===== src/rtl/uart_pkg.sv =====
// Shared constants and state encoding for the UART transmit/receive slice.
// The optional parity stage is selected with the UART_TX_PARITY_EN macro.
package uart_pkg;

    localparam int DEFAULT_CLKS_PER_BIT = 279;
    localparam int BYTE_W               = 8;

    typedef enum logic [2:0] {
        IDLE   = 3'd0,
        START  = 3'd1,
        DATA   = 3'd2,
        PARITY = 3'd3,
        STOP   = 3'd4
    } tx_state_t;

endpackage


===== src/rtl/uart_baud_counter.sv =====
// Bit-period counter: counts 0..CLKS_PER_BIT-1 and flags the last cycle of each bit.
// Shared between the transmit and receive sides.
module uart_baud_counter
    import uart_pkg::*;
#(
    parameter int CLKS_PER_BIT = DEFAULT_CLKS_PER_BIT
) (
    input  logic clk,
    input  logic rst,
    input  logic clear,
    output logic tick
);

    localparam int            CW   = $clog2(CLKS_PER_BIT);
    localparam logic [CW-1:0] LAST = CW'(CLKS_PER_BIT - 1);

    logic [CW-1:0] count;

    always_ff @(posedge clk) begin
        if (rst || clear) begin
            count <= '0;
        end else if (count == LAST) begin
            count <= '0;
        end else begin
            count <= count + CW'(1);
        end
    end

    assign tick = (count == LAST);

endmodule


===== src/rtl/uart_transmitter.sv =====
// 8N1 UART transmitter with a one-entry holding register behind a valid/ready port.
// Defining UART_TX_PARITY_EN inserts an even-parity bit between the data and stop bits.
module uart_transmitter
    import uart_pkg::*;
#(
    parameter int CLKS_PER_BIT = DEFAULT_CLKS_PER_BIT
) (
    input  logic              clk,
    input  logic              rst,
    input  logic [BYTE_W-1:0] tx_data,
    input  logic              tx_valid,
    output logic              tx_ready,
    output logic              dout,
    output logic              busy,
    output logic [2:0]        state
);

    // Handshake: a byte moves from tx_data into the holding register on every
    // rising edge where tx_valid && tx_ready; tx_ready is low while the register is full.
    tx_state_t         st_q, st_n;
    logic [BYTE_W-1:0] shift_q, shift_n;
    logic [BYTE_W-1:0] hold_data, hold_data_n;
    logic              hold_full, hold_full_n;
    logic [2:0]        index_q, index_n;
    logic              dout_q, dout_n;
    logic              ready_q;
    logic              tick, clear, load, accept;
`ifdef UART_TX_PARITY_EN
    logic              par_q, par_n;
`endif

    uart_baud_counter #(.CLKS_PER_BIT(CLKS_PER_BIT)) u_baud (
        .clk   (clk),
        .rst   (rst),
        .clear (clear),
        .tick  (tick)
    );

    assign accept = tx_valid && ready_q;

    always_comb begin
        st_n        = st_q;
        shift_n     = shift_q;
        index_n     = index_q;
        dout_n      = dout_q;
        hold_full_n = hold_full;
        hold_data_n = hold_data;
        clear       = 1'b0;
        load        = 1'b0;
`ifdef UART_TX_PARITY_EN
        par_n       = par_q;
`endif
        if (accept) begin
            hold_full_n = 1'b1;
            hold_data_n = tx_data;
        end

        case (st_q)
            IDLE: begin
                clear  = 1'b1;
                dout_n = 1'b1;
                load   = hold_full;
            end
            START: begin
                if (tick) begin
                    st_n   = DATA;
                    dout_n = shift_q[0];
                end
            end
            DATA: begin
                if (tick) begin
                    shift_n = shift_q >> 1;
                    index_n = index_q + 3'd1;
                    if (index_q == 3'(BYTE_W - 1)) begin
`ifdef UART_TX_PARITY_EN
                        st_n   = PARITY;
                        dout_n = par_q;
`else
                        st_n   = STOP;
                        dout_n = 1'b1;
`endif
                    end else begin
                        dout_n = shift_q[1];
                    end
                end
            end
`ifdef UART_TX_PARITY_EN
            PARITY: begin
                if (tick) begin
                    st_n   = STOP;
                    dout_n = 1'b1;
                end
            end
`endif
            STOP: begin
                if (tick) begin
                    // A byte waiting here starts immediately, with no idle cycle.
                    if (hold_full) begin
                        load = 1'b1;
                    end else begin
                        st_n   = IDLE;
                        dout_n = 1'b1;
                    end
                end
            end
            default: begin
                st_n   = IDLE;
                dout_n = 1'b1;
            end
        endcase

        if (load) begin
            st_n        = START;
            shift_n     = hold_data;
            index_n     = 3'd0;
            dout_n      = 1'b0;
            hold_full_n = 1'b0;
            clear       = 1'b1;
`ifdef UART_TX_PARITY_EN
            par_n       = ^hold_data;
`endif
        end
    end

    always_ff @(posedge clk) begin
        if (rst) begin
            st_q      <= IDLE;
            shift_q   <= '0;
            index_q   <= 3'd0;
            dout_q    <= 1'b1;
            hold_full <= 1'b0;
            hold_data <= '0;
            ready_q   <= 1'b1;
`ifdef UART_TX_PARITY_EN
            par_q     <= 1'b0;
`endif
        end else begin
            st_q      <= st_n;
            shift_q   <= shift_n;
            index_q   <= index_n;
            dout_q    <= dout_n;
            hold_full <= hold_full_n;
            hold_data <= hold_data_n;
            ready_q   <= ~hold_full_n;
`ifdef UART_TX_PARITY_EN
            par_q     <= par_n;
`endif
        end
    end

    assign tx_ready = ready_q;
    assign dout     = dout_q;
    assign busy     = (st_q != IDLE);
    assign state    = st_q;

endmodule


===== config.mk =====
export PLATFORM = sky130hd
export DESIGN_NAME = uart_transmitter
export DESIGN_NICKNAME = d
export VERILOG_FILES = /design/src/rtl/uart_pkg.sv /design/src/rtl/uart_baud_counter.sv /design/src/rtl/uart_transmitter.sv
export SDC_FILE = /design/constraint.sdc
export NUM_CORES = 1
export LEC_CHECK = 0
export ABC_AREA = 1
export CAP_MARGIN = 30
export CELL_PAD_IN_SITES_DETAIL_PLACEMENT = 1
export CELL_PAD_IN_SITES_GLOBAL_PLACEMENT = 1
export CORE_ASPECT_RATIO = 1.25
export CORE_MARGIN = 4
export CORE_UTILIZATION = 41
export DETAILED_ROUTE_END_ITERATION = 6
export GPL_TIMING_DRIVEN = 0
export PLACE_DENSITY = 0.79
export SYNTH_ARGS = -nofsm -noshare
export SYNTH_HDL_FRONTEND = slang
export SYNTH_SLANG_ARGS = --single-unit

===== constraint.sdc =====
create_clock -name clk -period 1.9 [get_ports clk]
set_input_delay 0.285 -clock clk [delete_from_list [all_inputs] [get_ports clk]]
set_output_delay 0.285 -clock clk [all_outputs]
set_load 0.02 [all_outputs]

* After elaboration in Yosys (flattened, before gate mapping) *
Index checks and enable logic that the tools add are counted.

cells by class
  reduce and logical (&&, ||, !) cells = 13
  $add $sub $neg = 2
  bitwise logic cells = 2
  mux-type cells = 24
  eq/ne operators = 16

operator list
  kind                   count
  $mux W8                3
  $mux W3                5
  $ne A3 B3 Y1 const B   5
  $mux W1                13
  $ne A2 B2 Y1 const B   6
  $pmux W3 S4            1
  $reduce_and A6 Y1      2
  $add A9 B1 Y9 const B  1
  $eq A9 B9 Y1 const B   1
  $eq A3 B3 Y1 const B   2
  $reduce_and A2 Y1      2
  $reduce_and A4 Y1      1
  $reduce_bool A2 Y1     2
  $reduce_or A2 Y1       2
  $add A3 B1 Y3 const B  1
  $eq A3 B1 Y1 const B   1
  $eq A3 B2 Y1 const B   1
  $logic_not A3 Y1       1
  $pmux W1 S3            1
  $reduce_bool A3 Y1     1
  $not A1 Y1             2
  $pmux W1 S2            1
  $logic_and A1 B1 Y1    1
  $logic_or A1 B1 Y1     1

storage, ports and cells
  word-level logic and storage cells = 66
  output and inout port bits = 6
  flip-flop bits (word level) = 34
  bits of input ports = 11

* Depth between registers and ports, before layout *
Gate-level depths: netlist of run 1.

  word-level depth = 6
  gate-level depth with buffers = 11
  depth with buffers taken out = 11

* By module *
Synthesis of run 1 repeated with hierarchy kept, for this count alone.

second synthesis, totals
  cell total of the unflattened synthesis = 219
  area, all modules = 1630.3 um2

by module, submodules not included
  module             instances  cells each  seq. area each (um2)  area an instance (um2)
  uart_transmitter   1          155         500.5                 1141.1
  uart_baud_counter  1          64          180.2                 489.2

* Worst setup path before layout of run 1 *
Ideal clock, no wire load.

  kind = register to register
  from = reg u_baud.count[0]
  to = reg u_baud.count[0]
  setup slack = 0.462 ns
  cell stages (with the launch flop) = 10
  arrival = 1.373 ns
  data required time = 1.835 ns
  period minus slack after synthesis = 1.438 ns
  buffers on the path = 0
  setup time = 0.065 ns
  cells stage by stage = dfxtp_1 -> inv_1 -> ha_1 -> nand2_1 -> nor2_4 -> nand2_4 -> a21oi_4 -> nor2_4 -> nand3_4 -> nor2_2

between the ends
  longest elaborated chain between the ends = 6
  elaborated cells between the ends (all ways) = 7
  those cells by class = add/sub (1); eq/ne (1); mux (3); reduce/logical (2)

RTL lines
  element                            RTL line                                          RTL
  start, declared                    uart_baud_counter.sv:17                           logic [CW-1:0] count;
  start signal, assigned             uart_baud_counter.sv:25                           count <= count + CW'(1);
  $eq A9 B9 Y1                       uart_baud_counter.sv:22, uart_baud_counter.sv:29
  $mux W1                            uart_transmitter.sv:96                            if (tick) begin
  $pmux W1 S2                        uart_transmitter.sv:58                            case (st_q)
  $mux W1                            uart_transmitter.sv:112                           if (load) begin
  $logic_or A1 B1 Y1                 uart_baud_counter.sv:20                           if (rst || clear) begin
  $reduce_or A2 Y1 (no source line)  n/a

Several ways; a longest one is shown, not always the timed one.
A chain may end at the register's enable or synchronous reset.

* Final worst setup path of run 1 *
  from = reg st_q[1] (netlist: state[1])
  to = out state[1]

RTL lines
  element                 RTL line                 RTL
  start, declared         uart_transmitter.sv:20   tx_state_t st_q, st_n;
  start signal, assigned  uart_transmitter.sv:138  st_q <= st_n;
  end, declared           uart_transmitter.sv:15   output logic [2:0] state

No word-level cell between the ends.

==> results of run 1 <==
final timing paths:
kind,endpoint,slack [ns],cells past startpoint
worst max-delay path,state[1],0.26,1
worst max register to register,u_baud.count[5],0.28,9
worst min-delay path,shift_q[1],0.22,2
worst min register to register,hold_data[3],0.45,2
cells in the final DEF (no fill, tap or decap), types with 2 or more instances in the layout:
cell,synthesis,final
nand2_1,51,51
a21oi_1,12,12
ha_1,4,4
a21oi_2,6,6
clkbuf_1,2,4
xnor2_1,2,2
nor2_4,4,4
xor2_1,6,6
inv_1,16,16
nor2_1,11,11
nand2_4,2,2
dfxtp_1,34,33
clkbuf_8,0,5
clkdlybuf4s50_1,0,14
nand3_1,13,13
nor2_2,10,10
buf_6,3,3
inv_2,8,8
nand2_2,5,5
o21ai_0,11,11
stage by stage:
stage,utilization,std cells,area [sq um]
global placement,0.483,276,1840
finish,0.504,283,1920
CTS,0.503,283,1920
floorplan,-,207,1630
global route,0.504,283,1920
detailed placement,0.483,276,1840
cell type report:
type | instances | area (sq um) | area share
Buffer | 5 | 41.3 | 0.0215
Timing Repair Buffer | 15 | 153 | 0.0794
Clock buffer | 7 | 76.3 | 0.0397
Sequential cell | 34 | 682 | 0.355
Tap cell | 54 | 67.6 | 0.0351
Multi-Input combinational cell | 144 | 813 | 0.423
Inverter | 24 | 90.1 | 0.0468
state kept, by name, indices dropped and copies added (netlist names):
| name | flops |
|---|---|
| dout | 1 |
| hold_data | 8 |
| hold_full | 1 |
| index_q | 3 |
| shift_q | 8 |
| state | 3 |
| tx_ready | 1 |
| u_baud.count | 9 |
timing repair:
action,4_1_cts,5_1_grt
resized for setup,1,1
hold buffers,0,0
setup endpoints to repair,1,1
power breakdown:
group,switching [W],leakage (nW),internal (W)
logic,0.000332,0.480,0.000223
clock network,0.000245,0.0383,0.000252
registers,0.0000608,0.278,0.000799
kinds of logic after synthesis:
logic type               Yosys count
AO/OA/AOI/OAI                     33
XOR/XNOR                           8
adder cells (fa/ha/maj)            4
buffers and inverters             29
flip-flops                        34
AND/OR/NAND/NOR                   99
per-layer routing:
metal	vias up	part of all wire	global-route usage	routed length, microns
li1	690	-	-	-
met4	0	0.019	0.0740	62
met5	-	0	0	0
met2	21	0.49	0.246	1580
met3	7	0.029	0.0329	93
met1	599	0.47	0.168	1520
==> reports/qor.csv, run 1 <==
stage,metric,value,unit
status,outcome,"finished, final reports clean",
synthesis,"Cell Area, Synth",1630,sq um
synthesis,sequential share of the synthesized area,0.419,
timing,fraction of the cycle the final worst path needs,0.866,
synthesis,fraction of registers with async set/reset,0,
synthesis,Yosys warnings,0,
clocking,maximum buffer depth of the clock tree,2,
synthesis,post-synthesis xor/xnor area fraction,0.0431,
timing,slew margin rel.,0.721,
synthesis,most frequent cell after synthesis,nand2_1,
finish,Ant. Diodes,0,
placed_design,DPL Wire Length,2510,microns
synthesis,multiplexer share of the synthesized area,0,
die,Vert. Die Dim,78.4,microns
grt,largest net degree at the start of global routing,11,
synthesis,Synth top area share,0.419,
synthesis,Simple-Gate Fraction of Synth Area,0.300,
clocking,H-tree levels,2,
synthesis,"EDFF count, synth",0,
timing,setup tns final,0,ns
worst_setup_path,"Max stage delay cell, worst path",clkdlybuf4s50_1,
finish,Final Net Count,244,
clocking,"Reg clk slew, reported paths",0.06,ns
synthesis,"area leader, netlist",dfxtp_1,
grt,antenna violations before repair,0,
grt,GRT Util Overall,0.145,
worst_setup_path,Crit path max-delay family,buffers and inverters,
grt,first-pass GRT wire length,5730,microns
worst_setup_path,Buffers & Inverters on Critical Path,1,
timing,final hold slack,0.218,ns
routing,vias after detailed routing,1317,
routing,vias per inst,4.65,
synthesis,#FFs+latches synth,34,
worst_setup_path,crit-path max FO,6,
clocking,clock buffer count from CTS,5,
die,initial core utilization,0.426,
hold_path,hold path startpoint,rst,
die,num rows,25,
timing,worst setup slack after layout,0.255,ns
grt,total gr overflow,0,
timing,Final Skew,0.00385,ns
worst_setup_path,worst setup path class,flop to primary output,
timing,Worst-Margin Slew,0.419,ns
worst_setup_path,CP Cell Sequence,clkdlybuf4s50_1,
synthesis,largest family of logic cells by synthesized area,simple AND/OR/NAND/NOR gates,
finish,layout cells sized above 1,0.205,
worst_setup_path,CP Capture Type,primary output,
worst_setup_path,CP Launch Type,flop,
timing,final hold vios,0,
synthesis,synthesized area per cell,7.85,sq um
synthesis,"Top FF cell, synth",dfxtp_1,
routing,Post-DRT Antenna Nets,0,
power,Lkg Pwr,0.797,nW
synthesis,leading post-synthesis cells by cell area,"dfxtp_1 42%, nand2_1 12%, nand3_1 4.0%, nor2_2 3.8%, a21oi_1 3.7%",
die,io pins,17,
clocking,Skew-Pair Late Insertion Delay,0.28,ns
timing,Final Slew Violations,0,
hold_path,worst min path class,primary input to flop,
power,Max VDD drop,0.479,mV
clocking,root buf cell,clkbuf_8,
worst_setup_path,Worst Setup SP,state[1],
grt,vias in the first global route,1347,
timing,Finish-stage setup viols,0,
placed_design,gp weighted congestion,0.777,
timing,RSZ-0062 raised after global routing,no,
timing,Final Critical Period,1.64,ns
placed_design,Place WS,0.261,ns
synthesis,complex-gate fraction of the synthesized area,0.126,
placed_design,port buffer count,15,
die,Die W,64.3,microns
synthesis,commonest cells in the netlist,"51 x nand2_1, 34 x dfxtp_1, 16 x inv_1",
routing,Initial DRC Count,27,
synthesis,Post-Synth Adder-Cell Area,0.0308,
die,core area,3820,sq um
clocking,CTS tree,built,
synthesis,number of distinct library cells after synthesis,25,
worst_setup_path,WP data arrival,1.36,ns
finish,fill count,492,
routing,routed wire length,3250,microns
flow_run,Max Cap Viol,0,
routing,Avg WL per Cell,11.5,microns
worst_setup_path,Worst Path Required,1.62,ns
routing,# DRC,0,
timing,maximum clock frequency,0.608,GHz
die,die area,5040,sq um
routing,Detailed Routing Iterations Pass 1,4,
worst_setup_path,crit-path max cell delay,0.65,ns
synthesis,Mapped Cells,207,
clocking,Setup Buffers After CTS,0,
worst_setup_path,RR Startpoint,u_baud.count[0],
clocking,clock sinks,34,
finish,P&R area growth vs syn,18.3,%
power,total power,0.00191,W
synthesis,Synthesized Nets,222,
power,pwr/cell area,994,nW/um^2
No activity file was read; power rests on OpenSTA's default activity.
==> run 2, diff against run 1 <==
--- a/config.mk
+++ b/config.mk
@@ -11,10 +11,10 @@
 export CELL_PAD_IN_SITES_GLOBAL_PLACEMENT = 1
 export CORE_ASPECT_RATIO = 1.25
 export CORE_MARGIN = 4
-export CORE_UTILIZATION = 41
+export CORE_UTILIZATION = 40
 export DETAILED_ROUTE_END_ITERATION = 6
 export GPL_TIMING_DRIVEN = 0
-export PLACE_DENSITY = 0.79
+export PLACE_DENSITY = 0.77
 export SYNTH_ARGS = -nofsm -noshare
 export SYNTH_HDL_FRONTEND = slang
 export SYNTH_SLANG_ARGS = --single-unit
==> reports/qor.csv, run 2 (same netlist as run 1, synthesis figures left out) <==
stage,metric,value,unit,change
grt,GRT Util Overall,0.159,,+0.0138
status,outcome,"finished, final reports clean",,
grt,total gr overflow,0,,unchanged
placed_design,gp weighted congestion,0.850,,+9.4%
timing,setup tns final,0,ns,unchanged
timing,Final Critical Period,1.80,ns,+0.159 ns
worst_setup_path,RR Startpoint,u_baud.count[0],,
worst_setup_path,Setup crit end,busy,,
routing,# DRC,0,,unchanged
timing,slew margin rel.,0.750,,+0.0294
grt,largest net degree at the start of global routing,12,,+1
power,pwr/cell area,1020,nW/um^2,+2.3%
power,Lkg Pwr,0.792,nW,-0.67%
worst_setup_path,CP Capture Type,primary output,,
worst_setup_path,Worst Path Required,1.62,ns,about the same
power,Max VDD drop,0.434,mV,-9.4%
routing,vias after detailed routing,1376,,+4.5%
clocking,clock sinks,34,,unchanged
power,NetSw,0.000657,W,+3.1%
grt,met1 Track Usage GR,0.156,,-0.0123
worst_setup_path,WP data arrival,1.52,ns,+0.16 ns
timing,fraction of the cycle the final worst path needs,0.949,,+0.0835
clocking,"Reg clk slew, reported paths",0.07,ns,about the same
timing,Final Slew Violations,0,,unchanged
worst_setup_path,"Max stage delay cell, worst path",clkdlybuf4s50_1,,
timing,maximum clock frequency,0.554,GHz,-8.8%
worst_setup_path,CP Launch Type,flop,,
finish,"most common cell after layout, fill and taps aside",nand2_1,,
power,combinational group share of total power,0.282,,-0.008
grt,antenna violations before repair,0,,unchanged
timing,RSZ-0062 raised after global routing,no,,
clocking,maximum buffer depth of the clock tree,2,,unchanged
clocking,clock buffer count from CTS,5,,unchanged
worst_setup_path,CP Cell Sequence,"nor2_2, nand2_1, clkdlybuf4s50_1",,
die,num rows,25,,unchanged
worst_setup_path,r2r setup slk,0.24,ns,-0.04 ns
finish,Largest regs,"u_baud.count x9, hold_data x8, shift_q x8",,
routing,Avg WL per Cell,12.4,microns,+8.1%
power,sequential share of power,0.438,,-0.012
routing,Post-DRT Antenna Nets,0,,unchanged
worst_setup_path,Buffers & Inverters on Critical Path,1,,unchanged
worst_setup_path,critical path depth,3,,+2
worst_setup_path,crit-path max FO,6,,unchanged
die,initial core utilization,0.422,,-0.00346
clocking,Skew-Pair Late Insertion Delay,0.28,ns,about the same
worst_setup_path,crit-path max cell delay,0.62,ns,-0.03 ns
worst_setup_path,Worst Setup SP,state[2],,
worst_setup_path,worst setup path class,flop to primary output,,
die,Die W,65.0,microns,+1.1%
clocking,Setup Buffers After CTS,0,,unchanged
die,core area,3850,sq um,+0.82%
finish,layout cells sized above 1,0.222,,+0.0165
worst_setup_path,Reg2Reg Capture Point,u_baud.count[3],,
die,io pins,17,,unchanged
timing,Worst-Margin Slew,0.375,ns,-0.0440 ns
routing,Initial DRC Count,33,,+22%
finish,most frequent cells in the layout,"51 x nand2_1, 32 x dfxtp_1, 16 x inv_1, 15 x clkdlybuf4s50_1, 13 x nand3_1",,
power,Clock Power Share,0.280,,+0.020
finish,Reg with most FFs,u_baud.count,,
placed_design,Place WS,0.251,ns,-0.00922 ns
timing,final hold vios,0,,unchanged
timing,Finish-stage setup viols,0,,unchanged
flow_run,Max Cap Viol,0,,unchanged
grt,met3 usage in global routing,0.0438,,+0.0109
die,Vert. Die Dim,79.3,microns,+1.1%
timing,worst setup slack after layout,0.0964,ns,-0.159 ns
die,die area,5150,sq um,+2.2%
power,Internal,0.00131,W,+3.3%
grt,first-pass GRT wire length,6300,microns,+10%
finish,Ant. Diodes,0,,unchanged
placed_design,port buffer count,15,,unchanged
timing,Final Skew,0.00603,ns,+0.00218 ns
hold_path,worst min path class,primary input to flop,,
power,switching share of power,0.333,,about the same
grt,GR peak layer,met2,,
finish,max reg flops,9,,unchanged
finish,Final Net Count,244,,unchanged
finish,P&R area growth vs syn,19.4,%,
clocking,H-tree levels,2,,unchanged
routing,vias per inst,4.85,,+4.1%
grt,GRT met2 Usage,0.303,,+0.0571
grt,vias in the first global route,1456,,+8.1%
worst_setup_path,R2R cell count,9,,unchanged
placed_design,DPL Wire Length,2720,microns,+8.6%
worst_setup_path,Crit path max-delay family,buffers and inverters,,
clocking,CTS tree,built,,
routing,Detailed Routing Iterations Pass 1,4,,unchanged
routing,routed wire length,3530,microns,+8.5%
clocking,root buf cell,clkbuf_8,,
-- run 2: cell types whose count changed in the layout (fill, tap and decap cells not counted), sizes merged --
cell           change
clkbuf             -1
clkdlybuf4s50      +1
clkinv             +1
clkinvlp           +1
dlymetal6s2s       -1
-- run 2: worst min-delay path by stage --
| stage | startpoint | cells past startpoint | slack (ns) | to |
|---|---|---|---|---|
| detailed placement | hold_data[3] | 2 | 0.45 | hold_data[3] |
| CTS | rst | 2 | 0.21 | shift_q[3] |
| floorplan | hold_data[1] | 2 | 0.43 | hold_data[1] |
| global route | rst | 2 | 0.20 | shift_q[6] |
| finish | rst | 2 | 0.22 | shift_q[3] |
| global placement | hold_data[1] | 2 | 0.45 | hold_data[1] |
-- run 2: cell type report --
type,count,area [sq um]
Fill cell,484,1910
Multi-Input combinational cell,144,813
Sequential cell,34,683
Timing Repair Buffer,15,150
Inverter,24,90.1
Clock buffer,6,82.6
Tap cell,54,67.6
Buffer,5,41.3
Clock inverter,2,12.5
-- run 2: routing by layer --
metal / up-vias / routed length [microns]
met3: 5 / 121
li1: 698 / -
met1: 652 / 1460
met4: 0 / 61
met5: - / 0
met2: 21 / 1890
-- run 2: what timing repair did --
item / CTS / global route
setup endpoints to repair: 1 / 1
gates resized for setup: 1 / 1
hold buffers: 0 / 0
-- run 2: power groups by stage --
stage / Sequential (W) / Clock, W / Combinational [W]
final: 0.000864 / 0.000553 / 0.000556
after global routing: 0.000878 / 0.000612 / 0.000622
after CTS: 0.000865 / 0.000576 / 0.000565
after detailed placement: 0.000877 / 0 / 0.000561
after global placement: 0.000874 / 0 / 0.000544
after floorplan: 0.000894 / 0 / 0.000365
-- run 2: stage by stage --
step           instances  hold slack, ns  area [sq um]  utilization  total power, W
2_1_floorplan        207           0.430          1630            -         0.00126
3_3_place_gp         276           0.449          1840        0.479         0.00142
3_5_place_dp         276           0.451          1840        0.479         0.00144
4_1_cts              284           0.210          1940        0.504         0.00201
5_1_grt              284           0.203          1940        0.504         0.00211
6_report             284           0.217          1940        0.504         0.00197
